$ cat src/rtl/rotor3_return_if.sv
// Handshake bundle for the rotor-3 return stage: reflector-side input,
// rotor-2-side output.
interface rotor3_return_if;
  logic       in_valid;
  logic       in_ready;
  logic [4:0] in_code;
  logic       out_valid;
  logic       out_ready;
  logic [4:0] out_code;
  logic       out_err;

  modport master (
    output in_valid, in_code, out_ready,
    input  in_ready, out_valid, out_code, out_err
  );

  modport slave (
    input  in_valid, in_code, out_ready,
    output in_ready, out_valid, out_code, out_err
  );
endinterface

$ cat src/rtl/rotor3_return.sv
// Rotor-3 return path: inverse wiring substitution with its own position
// register (load/step/notch carry) and a two-stage valid/ready pipeline.
module rotor3_return #(
  parameter int unsigned NOTCH     = 21,
  parameter int unsigned RESET_POS = 0
) (
  input  logic             clk,
  input  logic             rst_n,
  input  logic             load,
  input  logic [4:0]       load_pos,
  input  logic             step,
  output logic [4:0]       pos,
  output logic             carry,
  rotor3_return_if.slave   bus
);

  localparam logic [4:0] L_NOTCH = 5'(NOTCH);
  localparam logic [4:0] L_RST   = 5'(RESET_POS);

  logic [4:0] r_pos;
  logic       r_carry;

  logic       r_s1_valid;
  logic [4:0] r_s1_t;
  logic       r_s1_err;

  logic       r_s2_valid;
  logic [4:0] r_out_code;
  logic       r_out_err;

  logic       w_s2_load;
  logic       w_s1_adv;
  logic       w_in_ready;
  logic       w_accept;
  logic [5:0] w_sum;
  logic [5:0] w_mod;
  logic [4:0] w_t;
  logic       w_err;
  logic [4:0] w_lut;

  assign pos           = r_pos;
  assign carry         = r_carry;
  assign bus.in_ready  = w_in_ready;
  assign bus.out_valid = r_s2_valid;
  assign bus.out_code  = r_out_code;
  assign bus.out_err   = r_out_err;

  // Pipeline flow control: stage 2 refills when empty or drained this cycle.
  always_comb begin
    w_s2_load  = !r_s2_valid || bus.out_ready;
    w_s1_adv   = r_s1_valid && w_s2_load;
    w_in_ready = !r_s1_valid || w_s2_load;
    w_accept   = bus.in_valid && w_in_ready;
  end

  // Offset removal: (in_code + 26 - pos) mod 26, zero folded onto 26.
  // Sum never exceeds 57, so two conditional subtractions cover the modulus.
  always_comb begin
    w_sum = {1'b0, bus.in_code} + 6'd26 - {1'b0, r_pos};
    if (w_sum >= 6'd52)
      w_mod = w_sum - 6'd52;
    else if (w_sum >= 6'd26)
      w_mod = w_sum - 6'd26;
    else
      w_mod = w_sum;
    w_t   = (w_mod == 6'd0) ? 5'd26 : w_mod[4:0];
    w_err = (bus.in_code > 5'd25);
  end

  // Inverse rotor-3 wiring, indexed by the offset-corrected contact 1..26.
  always_comb begin
    w_lut = '0;
    case (r_s1_t)
      5'd1:  w_lut = 5'd12;
      5'd2:  w_lut = 5'd15;
      5'd3:  w_lut = 5'd18;
      5'd4:  w_lut = 5'd19;
      5'd5:  w_lut = 5'd17;
      5'd6:  w_lut = 5'd8;
      5'd7:  w_lut = 5'd24;
      5'd8:  w_lut = 5'd2;
      5'd9:  w_lut = 5'd20;
      5'd10: w_lut = 5'd13;
      5'd11: w_lut = 5'd23;
      5'd12: w_lut = 5'd22;
      5'd13: w_lut = 5'd4;
      5'd14: w_lut = 5'd1;
      5'd15: w_lut = 5'd26;
      5'd16: w_lut = 5'd5;
      5'd17: w_lut = 5'd14;
      5'd18: w_lut = 5'd6;
      5'd19: w_lut = 5'd9;
      5'd20: w_lut = 5'd7;
      5'd21: w_lut = 5'd25;
      5'd22: w_lut = 5'd10;
      5'd23: w_lut = 5'd16;
      5'd24: w_lut = 5'd3;
      5'd25: w_lut = 5'd11;
      5'd26: w_lut = 5'd21;
      default: w_lut = '0;
    endcase
  end

  // Rotor position: legal load wins over step; an illegal load also blocks step.
  always_ff @(posedge clk or negedge rst_n) begin
    if (!rst_n) begin
      r_pos   <= L_RST;
      r_carry <= 1'b0;
    end else begin
      r_carry <= 1'b0;
      if (load) begin
        if (load_pos <= 5'd25)
          r_pos <= load_pos;
      end else if (step) begin
        r_pos   <= (r_pos == 5'd25) ? 5'd0 : r_pos + 5'd1;
        r_carry <= (r_pos == L_NOTCH);
      end
    end
  end

  // Stage 1: capture offset-corrected contact and error flag on acceptance.
  always_ff @(posedge clk or negedge rst_n) begin
    if (!rst_n) begin
      r_s1_valid <= 1'b0;
      r_s1_t     <= '0;
      r_s1_err   <= 1'b0;
    end else if (w_accept) begin
      r_s1_valid <= 1'b1;
      r_s1_t     <= w_t;
      r_s1_err   <= w_err;
    end else if (w_s1_adv) begin
      r_s1_valid <= 1'b0;
    end
  end

  // Stage 2: registered lookup result; held while downstream stalls.
  always_ff @(posedge clk or negedge rst_n) begin
    if (!rst_n) begin
      r_s2_valid <= 1'b0;
      r_out_code <= '0;
      r_out_err  <= 1'b0;
    end else if (w_s2_load) begin
      r_s2_valid <= r_s1_valid;
      if (r_s1_valid) begin
        r_out_code <= r_s1_err ? 5'd0 : w_lut;
        r_out_err  <= r_s1_err;
      end
    end
  end

endmodule

$ cat src/flat_wrapper.sv
// flat-port wrapper written by rule: the top's interface ports become plain ports
module rotor3_return_flat 
#(
  parameter int unsigned NOTCH     = 21,
  parameter int unsigned RESET_POS = 0
)
  (clk, rst_n, load, load_pos, step, pos, carry, bus_in_valid, bus_in_code, bus_out_ready, bus_in_ready, bus_out_valid, bus_out_code, bus_out_err);
  rotor3_return_if bus_i ();
  input  logic clk;
  input  logic rst_n;
  input  logic load;
  input  logic [4:0] load_pos;
  input  logic step;
  output logic [4:0] pos;
  output logic carry;
  input wire logic [$bits(bus_i.in_valid)-1:0] bus_in_valid;
  input wire logic [$bits(bus_i.in_code)-1:0] bus_in_code;
  input wire logic [$bits(bus_i.out_ready)-1:0] bus_out_ready;
  output wire logic [$bits(bus_i.in_ready)-1:0] bus_in_ready;
  output wire logic [$bits(bus_i.out_valid)-1:0] bus_out_valid;
  output wire logic [$bits(bus_i.out_code)-1:0] bus_out_code;
  output wire logic [$bits(bus_i.out_err)-1:0] bus_out_err;
  assign bus_i.in_valid = bus_in_valid;
  assign bus_i.in_code = bus_in_code;
  assign bus_i.out_ready = bus_out_ready;
  assign bus_in_ready = bus_i.in_ready;
  assign bus_out_valid = bus_i.out_valid;
  assign bus_out_code = bus_i.out_code;
  assign bus_out_err = bus_i.out_err;
  rotor3_return #(.NOTCH(NOTCH), .RESET_POS(RESET_POS)) u_core (.clk(clk), .rst_n(rst_n), .load(load), .load_pos(load_pos), .step(step), .pos(pos), .carry(carry), .bus(bus_i));
endmodule
$ cat config.mk
export PLATFORM = sky130hd
export DESIGN_NAME = rotor3_return_flat
export DESIGN_NICKNAME = d
export VERILOG_FILES = /design/src/rtl/rotor3_return_if.sv /design/src/rtl/rotor3_return.sv /design/src/flat_wrapper.sv
export SDC_FILE = /design/constraint.sdc
export NUM_CORES = 1
export LEC_CHECK = 0
export CAP_MARGIN = 20
export CORE_ASPECT_RATIO = 1.4
export CORE_UTILIZATION = 49
export DETAILED_ROUTE_END_ITERATION = 6
export GPL_ROUTABILITY_DRIVEN = 0
export GPL_TIMING_DRIVEN = 0
export PLACE_DENSITY = 0.85
export SLEW_MARGIN = 10
export SYNTH_ARGS = -nofsm -noshare
export SYNTH_HDL_FRONTEND = slang
export SYNTH_SLANG_ARGS = --single-unit
$ cat constraint.sdc
create_clock -name clk -period 3.5 [get_ports clk]
set_clock_uncertainty 0.2 [all_clocks]
set_input_delay 0.525 -clock clk [delete_from_list [all_inputs] [get_ports clk]]
set_output_delay 0.525 -clock clk [all_outputs]
set_load 0.05 [all_outputs]
==> results_dict.tcl, run 1 <==
set metrics [dict create \
    status "finished, final reports clean" \
    first_pass_iters 5 \
    avgViaCountPerCell 6.194 \
    topRoutingLayerUsed "met4" \
    fill_cells 270 \
    synth_async_sr_flop_share 1.000 \
    p_clk_frac 0.105 \
    wl_per_cell_um 16.24 \
    dieArea_sq_um 4006 \
    cts_buffer_depth 2 \
    antenna_left 0 \
    ys.flop_type "dfrtp_1" \
    synthesis.instances 217 \
    pwr-share-comb 0.727 \
    grt_usage 0.2447 \
    gr-total-overflow 0 \
    first_iter_violations 56 \
    vias 1883 \
    worstPathMaxFanout 4 \
    start_kind "primary input" \
    hold_violations 0 \
    dr_wl_met2_mm 2.748 \
    synth_commonest_cells "ha_1 (23), dfrtp_1 (20), o21ai_0 (20)" \
    synth_top_area_frac 0.2721 \
    irDropWorstVdd_uv 626.2 \
    area_delta_synth_final_pct 33.67 \
    port_buffers 28 \
    synth_area_sq_um 1839 \
    tightest_slew_ps 923.0 \
    clock-root-buffer "clkbuf_8" \
    grt_max_degree 21 \
    critPathCaptureType "register" \
    finalMaxSlewViolations 0 \
    grt_pass1_vias 1679 \
    setup_slack_ps 115.1 \
    syn-num-nets 257 \
    cts_tree "yes" \
    crit_arrival_ps 3330 \
    synth_area_leaders "dfrtp_1 (27%), ha_1 (16%), o21ai_0 (5.4%)" \
    ys_seq_elements 20 \
    layout.nets 303 \
    antenna_found_initial 0 \
    synth_edf_count 0 \
    cts_buffers 3 \
    cellPowerDensity_nw_per_um2 898.1 \
    ys_seq_area_frac 0.2721 \
    finalSetupViolCount 0 \
    seqPwrFrac 0.168 \
    fin_tns_setup_ps 0 \
    hold_path_class "reg2reg" \
    path_class "in2reg" \
    avgSynthCellArea_sq_um 8.476 \
    core_area_sq_um 3611 \
    initial_utilization 0.5094 \
    drt-total-wl_mm 4.937 \
    path_clk_slew_ps 80 \
    p_total_mw 2.208 \
    yosysTopAreaCell "dfrtp_1" \
    place_ws_ps -768.3 \
    worstPathRequired_ps 3440 \
    fmaxAchievable_mhz 295.4 \
    fin_crit_sh 0.9671 \
    synth.most_common_cell "ha_1" \
    p_int_mw 1.154 \
    clock_sinks 20 \
    pin_count 30 \
    clock_latency_ps 260 \
    placed_cell_area_sq_um 2176 \
    switching_share 0.4774 \
    post-route-util 0.6809 \
    die_h_um 74.49 \
    rows 26 \
    yosysWarnings 0 \
    wl_met1_mm 1.808 \
    max_cap_viol_count 0 \
    grt_pass1_wl_mm 7.286 \
    htreeDepth 1 \
    drive_above_1_share 0.1870 \
    slew_headroom 0.3827 \
    final_area_sq_um 2459 \
    p_leak_nw 1.051 \
    die-width_um 53.78 \
    period_needed_ps 3385 \
    num_antenna_cells 0 \
    switchingPower_mw 1.054 \
    wl_met3_um 206 \
    ys_types 54 \
    dpl.hpwl_mm 3.284 \
    drc 0 \
]
-- final timing paths --
check	start	to	slack, ps	cells after the start
max in group asynchronous	rst_n	u_core.pos[1]$_DFFE_PN0P_	1890	1
setup reg to reg	u_core.pos[1]$_DFFE_PN0P_	u_core.r_s1_t[4]$_DFFE_PN0P_	150	14
min in group asynchronous	rst_n	u_core.bus.out_err$_DFFE_PN0P_	580	1
setup / recovery	bus_in_code[1]	u_core.r_s1_t[4]$_DFFE_PN0P_	120	16
hold / removal	u_core.bus.out_code[4]$_DFFE_PN0P_	u_core.bus.out_code[4]$_DFFE_PN0P_	280	2
hold reg to reg	u_core.bus.out_code[4]$_DFFE_PN0P_	u_core.bus.out_code[4]$_DFFE_PN0P_	280	2
-- sequential cells by signal (all words and copies together), names as in the netlist --
| signal | count |
|---|---|
| u_core.bus.out_code | 5 |
| u_core.bus.out_err | 1 |
| u_core.bus.out_valid | 1 |
| u_core.carry | 1 |
| u_core.pos | 5 |
| u_core.r_s1_err | 1 |
| u_core.r_s1_t | 5 |
| u_core.r_s1_valid | 1 |
-- what timing repair did --
item	in CTS	in global routing
buffers inserted	11	2
gates resized for setup	12	15
endpoints found under the setup margin	4	4
hold buffers	0	0
pin swaps	9	7
-- power groups by stage --
stage	Clock (mW)	Combinational, mW	Sequential [mW]
after floorplan	0	0.827	0.498
after global placement	0	1.22	0.372
after detailed placement	0	1.26	0.374
after CTS	0.235	1.46	0.369
after global routing	0.244	1.71	0.383
final	0.233	1.61	0.370
-- stage by stage --
stage	hold slack, ps	cells
2_1_floorplan	29.41	217
3_3_place_gp	260.5	287
3_5_place_dp	259.3	287
4_1_cts	282.1	302
5_1_grt	307.7	304
6_report	281.4	304
-- cell usage in the layout, fill, tap and decap left out, types with 4 or more instances in the layout --
cell	n
a211oi_1	6
a21oi_1	17
buf_4	12
clkbuf_1	6
clkdlybuf4s50_1	25
dfrtp_1	17
ha_1	16
ha_4	4
inv_1	17
nand2_1	18
nand2b_1	5
nand3_1	5
nor2_1	13
nor2b_1	5
nor3_1	4
o21ai_0	19
o21ai_1	4
-- critical path: stages --
cell and delay (ps):
clkdlybuf4s15_1 190, inv_1 50, ha_1 270, inv_1 60, ha_4 170, fa_2 400, xor2_4 230, inv_4 100
ha_4 130, nand3b_1 110, a2bb2oi_2 180, nand4_1 190, nor2b_1 210, o31a_1 270, o211ai_2 120, o221ai_2 130
-- cells by family after synthesis --
logic type	count (synthesis)	share of synthesized area
XOR/XNOR	2	0.01361
AO/OA/AOI/OAI	79	0.3027
adder cells (fa/ha/maj)	24	0.1673
flip-flops	20	0.2721
buffers and inverters	27	0.05918
multiplexers	3	0.01701
AND/OR/NAND/NOR	62	0.1680
-- layer usage --
layer / vias up / track usage
li1: 890 / -
met1: 894 / 0.2491
met2: 79 / 0.4623
met3: 20 / 0.05521
met4: 0 / 0.09357
met5: - / 0
-- final cells by class --
type                            count  area, sq um  area share
Buffer                              7        33.78     0.01374
Tap cell                           42        52.55     0.02137
Sequential cell                    20        504.2      0.2051
Timing Repair Buffer               41        386.6      0.1573
Clock inverter                      1        30.03     0.01221
Inverter                           20        80.08     0.03257
Multi-Input combinational cell    170         1330      0.5410
Clock buffer                        3        41.29     0.01679
(Power assumes the default switching activity.)
==> inputs of run 2 (changes only) <==
--- a/config.mk
+++ b/config.mk
@@ -12,6 +12,7 @@
 export GPL_ROUTABILITY_DRIVEN = 0
 export GPL_TIMING_DRIVEN = 0
 export PLACE_DENSITY = 0.85
+export RECOVER_POWER = 50
 export SLEW_MARGIN = 10
 export SYNTH_ARGS = -nofsm -noshare
 export SYNTH_HDL_FRONTEND = slang
==> constraint.sdc (replaced) <==
create_clock -name clk -period 2.9 [get_ports clk]
set_clock_uncertainty 0.2 [all_clocks]
set_input_delay 0.435 -clock clk [delete_from_list [all_inputs] [get_ports clk]]
set_output_delay 0.435 -clock clk [all_outputs]
set_load 0.05 [all_outputs]
==> run 2 against run 1 <==
Against the previous run: the flow now finishes with violations (DRC, setup timing); non-clock buffer count rose by 5; register-to-register slack got worse by 590 ps; via count down 0.85%.
==> results_dict.tcl, run 2 (synthesis results as in run 1) <==
set metrics [dict create \
    wl_per_cell_um 15.47 \
    switching_share 0.4910 \
    status "finished, violations left" \
    clock_sinks 20 \
    hold_violations 0 \
    num_antenna_cells 0 \
    p_total_mw 2.690 \
    grt_pass1_wl_mm 7.672 \
    hold_path_class "reg2reg" \
    worstPathRequired_ps 2840 \
    drive_above_1_share 0.2247 \
    first_pass_iters 6 \
    finalMaxSlewViolations 0 \
    crit_path_start "u_core.pos[1]$_DFFE_PN0P_" \
    setup_slack_ps -440.4 \
    final_cell_mix "clkdlybuf4s50_1 (23), o21ai_0 (19), nand2_1 (18), a21oi_1 (17), dfrtp_1 (17)" \
    grt_pass1_vias 1787 \
    fin_crit_sh 1.152 \
    holdPathStages 2 \
    hold_end "u_core.bus.out_code[3]$_DFFE_PN0P_" \
    critPathCaptureType "register" \
    clock-root-buffer "clkbuf_8" \
    grt_max_degree 21 \
    reg2reg_from "u_core.pos[1]$_DFFE_PN0P_" \
    clock_latency_ps 260 \
    drt-total-wl_mm 4.779 \
    fmaxAchievable_mhz 299.4 \
    max_cap_viol_count 0 \
    switchingPower_mw 1.321 \
    tightest_slew_ps 874.2 \
    worst_r2r_endpoint "u_core.r_s1_t[4]$_DFFE_PN0P_" \
    final_area_sq_um 2529 \
    rsz0062_at_grt "true" \
    initial_utilization 0.5094 \
    grt_usage 0.2606 \
    cts_buffers 3 \
    antenna_found_initial 0 \
    p_int_mw 1.369 \
    vias 1867 \
    antenna_left 0 \
    slew_headroom 0.4153 \
    path_clk_slew_ps 80 \
    fin_tns_setup_ps -1528 \
    worstHoldStart "u_core.bus.out_code[3]$_DFFE_PN0P_" \
    irDropWorstVdd_uv 672.2 \
    avgViaCountPerCell 6.042 \
    first_iter_violations 88 \
    seq_area_sq_um 504.2 \
    reg2reg_setup_slack_ps -440 \
    worstPathMaxFanout 4 \
    cellPowerDensity_nw_per_um2 1064 \
    port_buffers 28 \
    path_class "reg2reg" \
    violations "DRC, setup timing" \
    finalSetupViolCount 4 \
    htreeDepth 1 \
    cts_tree "yes" \
    placed_cell_area_sq_um 2228 \
    pwr-share-comb 0.763 \
    ctsHoldBuffers 0 \
    p_leak_nw 1.054 \
    die_h_um 74.49 \
    final_common_cell "clkdlybuf4s50_1" \
    area_delta_synth_final_pct 37.48 \
    p_clk_frac 0.071 \
    fill_cells 264 \
    worst_r2r_path_depth 14 \
    dieArea_sq_um 4006 \
    multi_input_area_sq_um 1391 \
    rows 26 \
    period_needed_ps 3340 \
    cts_buffer_depth 2 \
    pin_count 30 \
    layout.nets 308 \
    core_area_sq_um 3611 \
    drc 3 \
    start_kind "register" \
    gr-total-overflow 0 \
    die-width_um 53.78 \
    seqPwrFrac 0.166 \
    dpl.hpwl_mm 3.179 \
    crit_arrival_ps 3280 \
]
[run 2: critical path, stage by stage, from the launching register on]
cell and delay, ps:
dfrtp_2 430, ha_4 280, inv_4 30, ha_4 150
fa_2 400, xor2_4 220, inv_4 120, ha_4 130
nand3b_1 110, a2bb2oi_2 180, nand4_1 200, buf_4 230
o311a_4 310, o211ai_2 100, o221ai_2 130
[run 2: cell type report]
type,instances,area share
buffer,7,0.01336
clock buffer,4,0.01781
inverter,20,0.03167
multi-input combinational,170,0.5502
sequential,20,0.1994
tap,42,0.02078
timing repair buffer,46,0.1667
[run 2: worst max-delay path by stage]
stage	to	slack [ps]	depth (start not counted)
3_5_place_dp	u_core.r_s1_t[4]$_DFFE_PN0P_	-1130	16
2_1_floorplan	u_core.r_s1_t[4]$_DFFE_PN0P_	-370	14
3_3_place_gp	u_core.r_s1_t[4]$_DFFE_PN0P_	-1090	15
6_report	u_core.r_s1_t[4]$_DFFE_PN0P_	-440	14
5_1_grt	u_core.r_s1_t[4]$_DFFE_PN0P_	-540	14
4_1_cts	u_core.r_s1_t[4]$_DFFE_PN0P_	-330	14
[run 2: what timing repair did]
action                     4_1_cts  5_1_grt
pin swaps                       18        3
setup buffers                   17        1
gates resized for setup         27        1
setup endpoints to repair        4        4
[run 2: layer usage]
layer | wire length (um) | GRT usage
met2 | 2591 | 0.4760
met1 | 1758 | 0.2770
met3 | 216 | 0.02454
met5 | 0 | 0
met4 | 212 | 0.1550
[run 2: metrics by stage]
stage / hold slack [ps] / utilization / worst slack (ps) / instances
after floorplan: -60.59 / - / -372.8 / 217
after global placement: 260.0 / 0.6171 / -1092 / 287
after detailed placement: 269.5 / 0.6171 / -1127 / 287
after CTS: 288.0 / 0.6975 / -327.5 / 308
after global routing: 306.4 / 0.7003 / -541.8 / 309
final: 290.7 / 0.7003 / -440.4 / 309
[run 2: power by group through the flow]
| stage | combinational (mW) | clock, mW | sequential [mW] |
|---|---|---|---|
| final | 2.05 | 0.191 | 0.446 |
| after global routing | 2.22 | 0.199 | 0.461 |
| after floorplan | 1.05 | 0 | 0.603 |
| after detailed placement | 1.56 | 0 | 0.454 |
| after global placement | 1.52 | 0 | 0.448 |
| after CTS | 1.96 | 0.190 | 0.445 |
